==> src/rtl/parity_pkg.sv <==
// Shared types and defaults for the parity arbiter slice.
package parity_pkg;

  localparam int unsigned ERR_CNT_W_DEFAULT = 8;

  typedef enum logic [1:0] {
    StIdle,
    StCheck,
    StResp
  } state_e;

endpackage

==> src/rtl/parity_arbiter_if.sv <==
// Two requester handshakes plus the response channel of the parity arbiter.
interface parity_arbiter_if;

  logic       req0_valid;
  logic [2:0] req0_data;
  logic       req0_par;
  logic       req0_ready;

  logic       req1_valid;
  logic [2:0] req1_data;
  logic       req1_par;
  logic       req1_ready;

  logic       rsp_valid;
  logic       rsp_id;
  logic       rsp_err;
  logic       rsp_ready;

  modport master (
    output req0_valid, req0_data, req0_par,
    input  req0_ready,
    output req1_valid, req1_data, req1_par,
    input  req1_ready,
    input  rsp_valid, rsp_id, rsp_err,
    output rsp_ready
  );

  modport slave (
    input  req0_valid, req0_data, req0_par,
    output req0_ready,
    input  req1_valid, req1_data, req1_par,
    output req1_ready,
    output rsp_valid, rsp_id, rsp_err,
    input  rsp_ready
  );

endinterface

==> src/rtl/even_parity_checker.sv <==
// Combinational even-parity check: err is high when data and parity bit have odd weight.
module even_parity_checker (
  input  logic [2:0] data,
  input  logic       par,
  output logic       err
);

  assign err = ^{data, par};

endmodule

==> src/rtl/parity_arbiter.sv <==
// Round-robin arbiter sharing one even-parity check path between two requesters,
// with a saturating count of errored words.
module parity_arbiter
  import parity_pkg::*;
#(
  parameter int unsigned ERR_CNT_W = ERR_CNT_W_DEFAULT
) (
  input  logic                 clk,
  input  logic                 rst_n,
  parity_arbiter_if.slave      bus,
  input  logic                 clr_count,
  output logic [ERR_CNT_W-1:0] err_count
);

  state_e               state_q, state_d;
  logic                 last_q;
  logic                 any_valid;
  logic                 gnt_id;
  logic                 ready0, ready1;
  logic                 accept;
  logic [2:0]           data_q;
  logic                 par_q;
  logic                 id_q;
  logic                 rsp_id_q;
  logic                 rsp_err_q;
  logic                 par_err;
  logic [ERR_CNT_W-1:0] cnt_q;

  // With a tie, grant whoever did not win last; otherwise the lone requester.
  always_comb begin
    any_valid = bus.req0_valid | bus.req1_valid;
    if (bus.req0_valid && bus.req1_valid) begin
      gnt_id = ~last_q;
    end else begin
      gnt_id = bus.req1_valid;
    end
  end

  always_ff @(posedge clk or negedge rst_n) begin
    if (!rst_n) begin
      state_q <= StIdle;
    end else begin
      state_q <= state_d;
    end
  end

  always_comb begin
    state_d = state_q;
    unique case (state_q)
      StIdle:  if (any_valid) state_d = StCheck;
      StCheck: state_d = StResp;
      StResp:  if (bus.rsp_ready) state_d = StIdle;
      default: state_d = StIdle;
    endcase
  end

  // Readies are gated by rst_n so nothing is granted while reset is held.
  always_comb begin
    ready0        = 1'b0;
    ready1        = 1'b0;
    bus.rsp_valid = 1'b0;
    unique case (state_q)
      StIdle: begin
        if (rst_n && any_valid) begin
          ready0 = ~gnt_id;
          ready1 = gnt_id;
        end
      end
      StResp:  bus.rsp_valid = 1'b1;
      default: ;
    endcase
  end

  assign accept         = ready0 | ready1;
  assign bus.req0_ready = ready0;
  assign bus.req1_ready = ready1;
  assign bus.rsp_id     = rsp_id_q;
  assign bus.rsp_err    = rsp_err_q;
  assign err_count      = cnt_q;

  even_parity_checker u_checker (
    .data (data_q),
    .par  (par_q),
    .err  (par_err)
  );

  always_ff @(posedge clk or negedge rst_n) begin
    if (!rst_n) begin
      last_q    <= 1'b1;
      data_q    <= '0;
      par_q     <= 1'b0;
      id_q      <= 1'b0;
      rsp_id_q  <= 1'b0;
      rsp_err_q <= 1'b0;
    end else begin
      if (accept) begin
        last_q <= gnt_id;
        id_q   <= gnt_id;
        data_q <= gnt_id ? bus.req1_data : bus.req0_data;
        par_q  <= gnt_id ? bus.req1_par : bus.req0_par;
      end
      if (state_q == StCheck) begin
        rsp_id_q  <= id_q;
        rsp_err_q <= par_err;
      end
    end
  end

  always_ff @(posedge clk or negedge rst_n) begin
    if (!rst_n) begin
      cnt_q <= '0;
    end else if (clr_count) begin
      cnt_q <= '0;
    end else if (state_q == StCheck && par_err && cnt_q != '1) begin
      cnt_q <= cnt_q + ERR_CNT_W'(1);
    end
  end

endmodule

==> src/flat_wrapper.sv <==
// flat-port wrapper written by rule: the top's interface ports become plain ports
module parity_arbiter_flat import parity_pkg::*;
#(
  parameter int unsigned ERR_CNT_W = ERR_CNT_W_DEFAULT
)
  (clk, rst_n, clr_count, err_count, bus_req0_valid, bus_req0_data, bus_req0_par, bus_req0_ready, bus_req1_valid, bus_req1_data, bus_req1_par, bus_req1_ready, bus_rsp_valid, bus_rsp_id, bus_rsp_err, bus_rsp_ready);
  parity_arbiter_if bus_i ();
  input  logic clk;
  input  logic rst_n;
  input  logic clr_count;
  output logic [ERR_CNT_W-1:0] err_count;
  input wire logic [$bits(bus_i.req0_valid)-1:0] bus_req0_valid;
  input wire logic [$bits(bus_i.req0_data)-1:0] bus_req0_data;
  input wire logic [$bits(bus_i.req0_par)-1:0] bus_req0_par;
  output wire logic [$bits(bus_i.req0_ready)-1:0] bus_req0_ready;
  input wire logic [$bits(bus_i.req1_valid)-1:0] bus_req1_valid;
  input wire logic [$bits(bus_i.req1_data)-1:0] bus_req1_data;
  input wire logic [$bits(bus_i.req1_par)-1:0] bus_req1_par;
  output wire logic [$bits(bus_i.req1_ready)-1:0] bus_req1_ready;
  output wire logic [$bits(bus_i.rsp_valid)-1:0] bus_rsp_valid;
  output wire logic [$bits(bus_i.rsp_id)-1:0] bus_rsp_id;
  output wire logic [$bits(bus_i.rsp_err)-1:0] bus_rsp_err;
  input wire logic [$bits(bus_i.rsp_ready)-1:0] bus_rsp_ready;
  assign bus_i.req0_valid = bus_req0_valid;
  assign bus_i.req0_data = bus_req0_data;
  assign bus_i.req0_par = bus_req0_par;
  assign bus_req0_ready = bus_i.req0_ready;
  assign bus_i.req1_valid = bus_req1_valid;
  assign bus_i.req1_data = bus_req1_data;
  assign bus_i.req1_par = bus_req1_par;
  assign bus_req1_ready = bus_i.req1_ready;
  assign bus_rsp_valid = bus_i.rsp_valid;
  assign bus_rsp_id = bus_i.rsp_id;
  assign bus_rsp_err = bus_i.rsp_err;
  assign bus_i.rsp_ready = bus_rsp_ready;
  parity_arbiter #(.ERR_CNT_W(ERR_CNT_W)) u_core (.clk(clk), .rst_n(rst_n), .bus(bus_i), .clr_count(clr_count), .err_count(err_count));
endmodule
==> config.mk <==
export PLATFORM = sky130hd
export DESIGN_NAME = parity_arbiter_flat
export DESIGN_NICKNAME = d
export VERILOG_FILES = /design/src/rtl/parity_pkg.sv /design/src/rtl/parity_arbiter_if.sv /design/src/rtl/even_parity_checker.sv /design/src/rtl/parity_arbiter.sv /design/src/flat_wrapper.sv
export SDC_FILE = /design/constraint.sdc
export NUM_CORES = 1
export LEC_CHECK = 0
export ABC_AREA = 1
export BUFFER_PORTS_ARGS = -buffer_cell sky130_fd_sc_hd__buf_2
export CAP_MARGIN = 5
export CORE_MARGIN = 2
export CORE_UTILIZATION = 58
export CTS_BUF_LIST = sky130_fd_sc_hd__clkbuf_4 sky130_fd_sc_hd__clkbuf_8
export DETAILED_ROUTE_END_ITERATION = 8
export PLACE_DENSITY = 0.86
export SKIP_LAST_GASP = 1
export SYNTH_ARGS = -nofsm -noshare
export SYNTH_HDL_FRONTEND = slang
export SYNTH_HIERARCHICAL = 1
export SYNTH_SLANG_ARGS = --single-unit
==> constraint.sdc <==
create_clock -name clk -period 1.96 [get_ports clk]
set_input_delay 0.196 -clock clk [delete_from_list [all_inputs] [get_ports clk]]
set_output_delay 0.196 -clock clk [all_outputs]
set_load 0.005 [all_outputs]
# Word-level counts from Yosys, hierarchy flattened
# Index checks and enable logic that the tools add are counted.
[op_classes]
n_eq_ne = 5
muxes = 13
n_bitwise = 4
reduce_logical = 8
add_sub_neg = 1
[op_table]
columns = ["cell", "n"]
rows = [
  ["8-bit two-way mux", 2],
  ["8-bit by 1-bit adder with 8-bit output, second input constant", 1],
  ["8-bit inequality test, second input constant", 1],
  ["1-bit two-way mux", 7],
  ["2-bit one-hot mux with 3 select lines", 1],
  ["1-bit logical AND", 4],
  ["2-bit two-way mux", 2],
  ["4-bit XOR reduction", 1],
  ["3-bit two-way mux", 1],
  ["2-bit by 1-bit equality test with 1-bit output, second input constant", 1],
  ["2-bit equality test, second input constant", 1],
  ["2-bit logical NOT", 1],
  ["2-bit by 1-bit inequality test with 1-bit output, second input constant", 1],
  ["2-bit inequality test, second input constant", 1],
  ["1-bit NOT", 2],
  ["1-bit OR", 2],
  ["2-bit AND reduction", 1],
  ["2-bit nonzero test", 1],
]
[totals]
out_inout_bits = 13
input_bits = 14
ff_bits = 18
elab_cells = 39

# Longest topological paths before layout
[logic_depth]
depth_word = 6
ltp_mapped = 10

# Hierarchy
# Netlist, hierarchy kept.
[by_module_without_submodules]
columns = ["module", "instances", "cells_per_inst", "area_each_um2", "seq_area_each_um2"]
rows = [
  ["parity_arbiter", 1, 119, 949.7, 451.7],
  ["even_parity_checker", 1, 19, 73.8, 0.0],
]

# Worst setup path before layout
# No wires, ideal clock.
[synth_timing]
path_kind = "register to register"
start = "reg u_core.cnt_q[0], in the netlist u_core/err_count[0]"
end = "reg u_core.cnt_q[7], in the netlist u_core/err_count[7]"
slack_ps = 626
setup_time_ps = 118
required_time_ps = 1842
path_stages_with_launch = 8
period_less_slack_ps = 1334
arrival_ps = 1216
path_buffers = 0
cell_sequence = "dfrtp_1 -> ha_1 -> nand2_2 -> nor2_4 -> a21oi_4 -> nor2_4 -> nand2_1 -> nand2_1"
[synth_via]
elab_chain_cells = 3
[synth_lines]
columns = ["item", "line", "text"]
rows = [
  ["start, declared", "parity_arbiter.sv:27", "logic [ERR_CNT_W-1:0] cnt_q;"],
  ["start signal, assigned", "parity_arbiter.sv:115", "cnt_q <= cnt_q + ERR_CNT_W'(1);"],
  ["8-bit by 1-bit adder with 8-bit output / 8-bit inequality test (equally long branches)", "parity_arbiter.sv:115, parity_arbiter.sv:114", ""],
  ["8-bit two-way mux / 1-bit logical AND (equally long branches)", "parity_arbiter.sv:114", "end else if (state_q == StCheck && par_err && cnt_q != '1) begin"],
  ["8-bit two-way mux / 2-bit nonzero test (equally long branches)", "n/a", ""],
]
# Several ways; a longest one is shown, not always the timed one. The select of a mux whose other input is x is not followed.
# A chain may end at the register's enable or synchronous reset.

# Worst setup path in the final report
[layout_timing]
start = "in rst_n"
end = "out bus_req0_ready"
[layout_via]
elab_chain_cells = 3
[layout_lines]
columns = ["item", "line", "text"]
rows = [
  ["start, declared", "flat_wrapper.sv:9", "input logic rst_n;"],
  ["1-bit logical AND", "parity_arbiter.sv:64", "if (rst_n && any_valid) begin"],
  ["1-bit two-way mux", "parity_arbiter.sv:64", ""],
  ["1-bit two-way mux", "parity_arbiter.sv:62", "unique case (state_q)"],
  ["end, declared", "flat_wrapper.sv:15", "output wire logic [$bits(bus_i.req0_ready)-1:0] bus_req0_ready;"],
]
# No other way between the ends.

==> impl_results.md <==
* Number of diodes at 0
* Final min period at 1637 ps
* Fillers at 143
* Final hold slack at 101.7 ps
* Sw power at 0.0005068 W
* Drt wl/cell at 11.27 µm
* Drt drc at 0
* Post-CTS setup buffer count at 0
* # rows at 15
* Port-buffer cells at 26
* Die footprint at 2116 µm²
* Largest net degree at the start of global routing at 19
* Synthesized cell area at 1023 µm²
* Util after Layout at 72.74%
* Max incr delay on CP at 520 ps
* Synth top area share at 41.56%
* Ys flop type: dfrtp_1
* Critical path launch point type: input pin
* Total track usage at 22.14%
* Clock root cell: clkbuf_4
* Power share of the combinational group at 38.1%
* Cells after Synth at 138
* Yosys reg bits at 18
* Initial core utilization at 60.59%
* Critical path endpoint category: output port
* Cell Chain, Critical Path: dlygate4sd3_1 -> buf_2 -> nand4_4 -> nor2_2 -> buf_2
* Worst min path class: input pin to flop
* Later-pin clock latency in the skew report at 300 ps
* Flop pwr share at 44.0%
* First-pass GRT wire length at 3.229 mm
* Share of cells above drive strength 1 at 26.47%
* Die Ht at 46.01 µm
* Syn Nets at 153
* FMAX at 610.7 MHz
* Worst Tran Pin Value at 284.2 ps
* CTS clk-pin slew, worst paths at 100 ps
* Count of flip-flops with a built-in enable after synthesis at 0
* # H-tree levels at 1
* Max Buffers Root-to-Sink at 2
* Routed WL at 2.108 mm
* Vias in the first global route at 766
* WP data required at 1760 ps
* Final Setup Violations at 0
* Clock sink total at 18
* Final hold vios at 0
* RSZ-0062 raised after global routing: false
* Buf/Inv on CP at 3
* Final Max Slew Viols at 0
* Power Dens Cells at 1051 nW/µm²
* Area contributors post-synth: dfrtp_1, nand2_1, inv_1
* Initial antenna violation count at 0
* CTS buffer count at 3
* Crit-path max FO at 9
* Die width at 46.01 µm
* Cell-internal power at 0.0007841 W
* VDD IR max at 0.7256 mV
* Core ar. at 1689 µm²
* Commonest non-fill, non-tap cell in the layout: nand2_1
* Global route total overflow at 0
* Slowest stage cell, crit path: dlygate4sd3_1
* Area grow syn2layout at 20.05%
* Gpl congestion at 0.8625
* Flop2flop setup slack at 500 ps
* I/O pin cnt at 27
* Net Sw Frac at 39.26%
* Crit path top cell by count: buf_2
* Setup TNS Final at 0 ps
* Drt initial violations at 32
* Max-cap violations at 0
* Post-synth top area cell: dfrtp_1
* Fin crit share at 83.54%
* Result of the run: finished clean
* TritonCTS clock tree: built
* Critical Path AT at 1440 ps
* Antenna-violating nets left at 0
* Most frequent cells in the layout: nand2_1, buf_2, inv_1
* Clock power share at 17.9%
* DP HPWL at 1.533 mm
* Async SR Flop Fraction at 100.0%
* Setup CP Type: input pin to output port
* Final worst slack at 322.6 ps
* Pre-CTS setup slack at 531.6 ps
* Syn_area_per_cell at 7.417 µm²
* Post-synth cell types at 19
* Worst Clk Skew at 2.749 ps
* Routed vias/inst at 5.107
* Final nets at 186
* YS warnings at 6
* LEAKAGE at 0.7065 nW
* TritonRoute pass-1 iters at 5
* Slew HR at 81.01%
* Routed via count at 955
* Register area share after synthesis at 44.13%
* Delay-heaviest family, CP: buffers and inverters
## per-stage QoR
stage | area (µm²) | cells | total power (W)
after floorplan | 1023 | 138 | 0.0009102
after global placement | 1182 | 182 | 0.001026
after detailed placement | 1182 | 182 | 0.001056
after CTS | 1229 | 187 | 0.001304
after global routing | 1229 | 187 | 0.001402
final | 1229 | 187 | 0.001291
## synth_stat cells (2+ instances only)
library cell	number
nand3_1	13
nor2_4	3
nor2_2	4
nor2_1	7
nand2_2	2
nand2_1	55
a21oi_1	4
o21ai_0	4
xor2_1	2
inv_1	19
dfrtp_1	17
## worst paths after layout
path | start | end | cells past startpoint
setup reg to reg | u_core/err_count[0]$_DFFE_PN0P_ | u_core/err_count[5]$_DFFE_PN0P_ | 7
hold / removal | bus_req1_data[0] | u_core/data_q[0]$_DFFE_PN0P_ | 3
max in group asynchronous | rst_n | u_core/last_q$_DFFE_PN1P_ | 3
hold reg to reg | u_core/bus.rsp_err$_DFFE_PN0N_ | u_core/bus.rsp_err$_DFFE_PN0N_ | 2
setup / recovery | rst_n | bus_req0_ready | 5
min in group asynchronous | rst_n | u_core/bus.rsp_err$_DFFE_PN0N_ | 3
## metal layers
layer	GRT usage, %	share of wire (%)	vias to the layer above
met2	35.56	49	31
met5	0	0	-
met1	28.11	45	426
met4	10.29	0.90	0
met3	4.762	4.8	4
li1	-	-	494
## what timing repair did
item	in CTS	in global routing
endpoints found under the setup margin	0	0
endpoints found under the hold margin	17	0
gates resized for setup	0	0
hold buffers	1	0
## cell families after synthesis
logic type	share of synthesized area, %
flops	44.13
simple gates	39.36
buf+inv	7.335
fa+ha+maj	1.222
xor+xnor	1.712
compound gates	6.236
## state kept, by name, indices dropped and copies added (netlist names)
| signal | cells |
|---|---|
| u_core/data_q | 3 |
| u_core/bus.rsp_id | 1 |
| u_core/par_q | 1 |
| u_core/bus.rsp_err | 1 |
| u_core/last_q | 1 |
| u_core/err_count | 8 |
| u_core/id_q | 1 |
| u_core/state_q | 2 |
## worst min-delay path, delay by kind of cell
| kind | cells | cell delay [ps] |
|---|---|---|
| and+or+nand+nor | 2 | 100 |
| buffers and inverters | 1 | 70 |
## power by group through the flow
stage	logic, W	registers, W	clock network, W
global route	0.000563	0.000584	0.000255
global placement	0.000459	0.000567	0
CTS	0.000497	0.000568	0.000239
floorplan	0.000347	0.000563	0
finish	0.000492	0.000568	0.000231
detailed placement	0.000482	0.000574	0
## final cells by class
| cell class | count | area, µm² | area share [%] |
|---|---|---|---|
| clock buffers | 4 | 36.28 | 2.953 |
| multi-input cells | 100 | 496.7 | 40.43 |
| flip-flops and latches | 18 | 451.7 | 36.76 |
| well taps | 17 | 21.27 | 1.731 |
| repair buffers | 28 | 147.6 | 12.02 |
| inverters | 20 | 75.07 | 6.110 |
(Power assumes the default switching activity.)
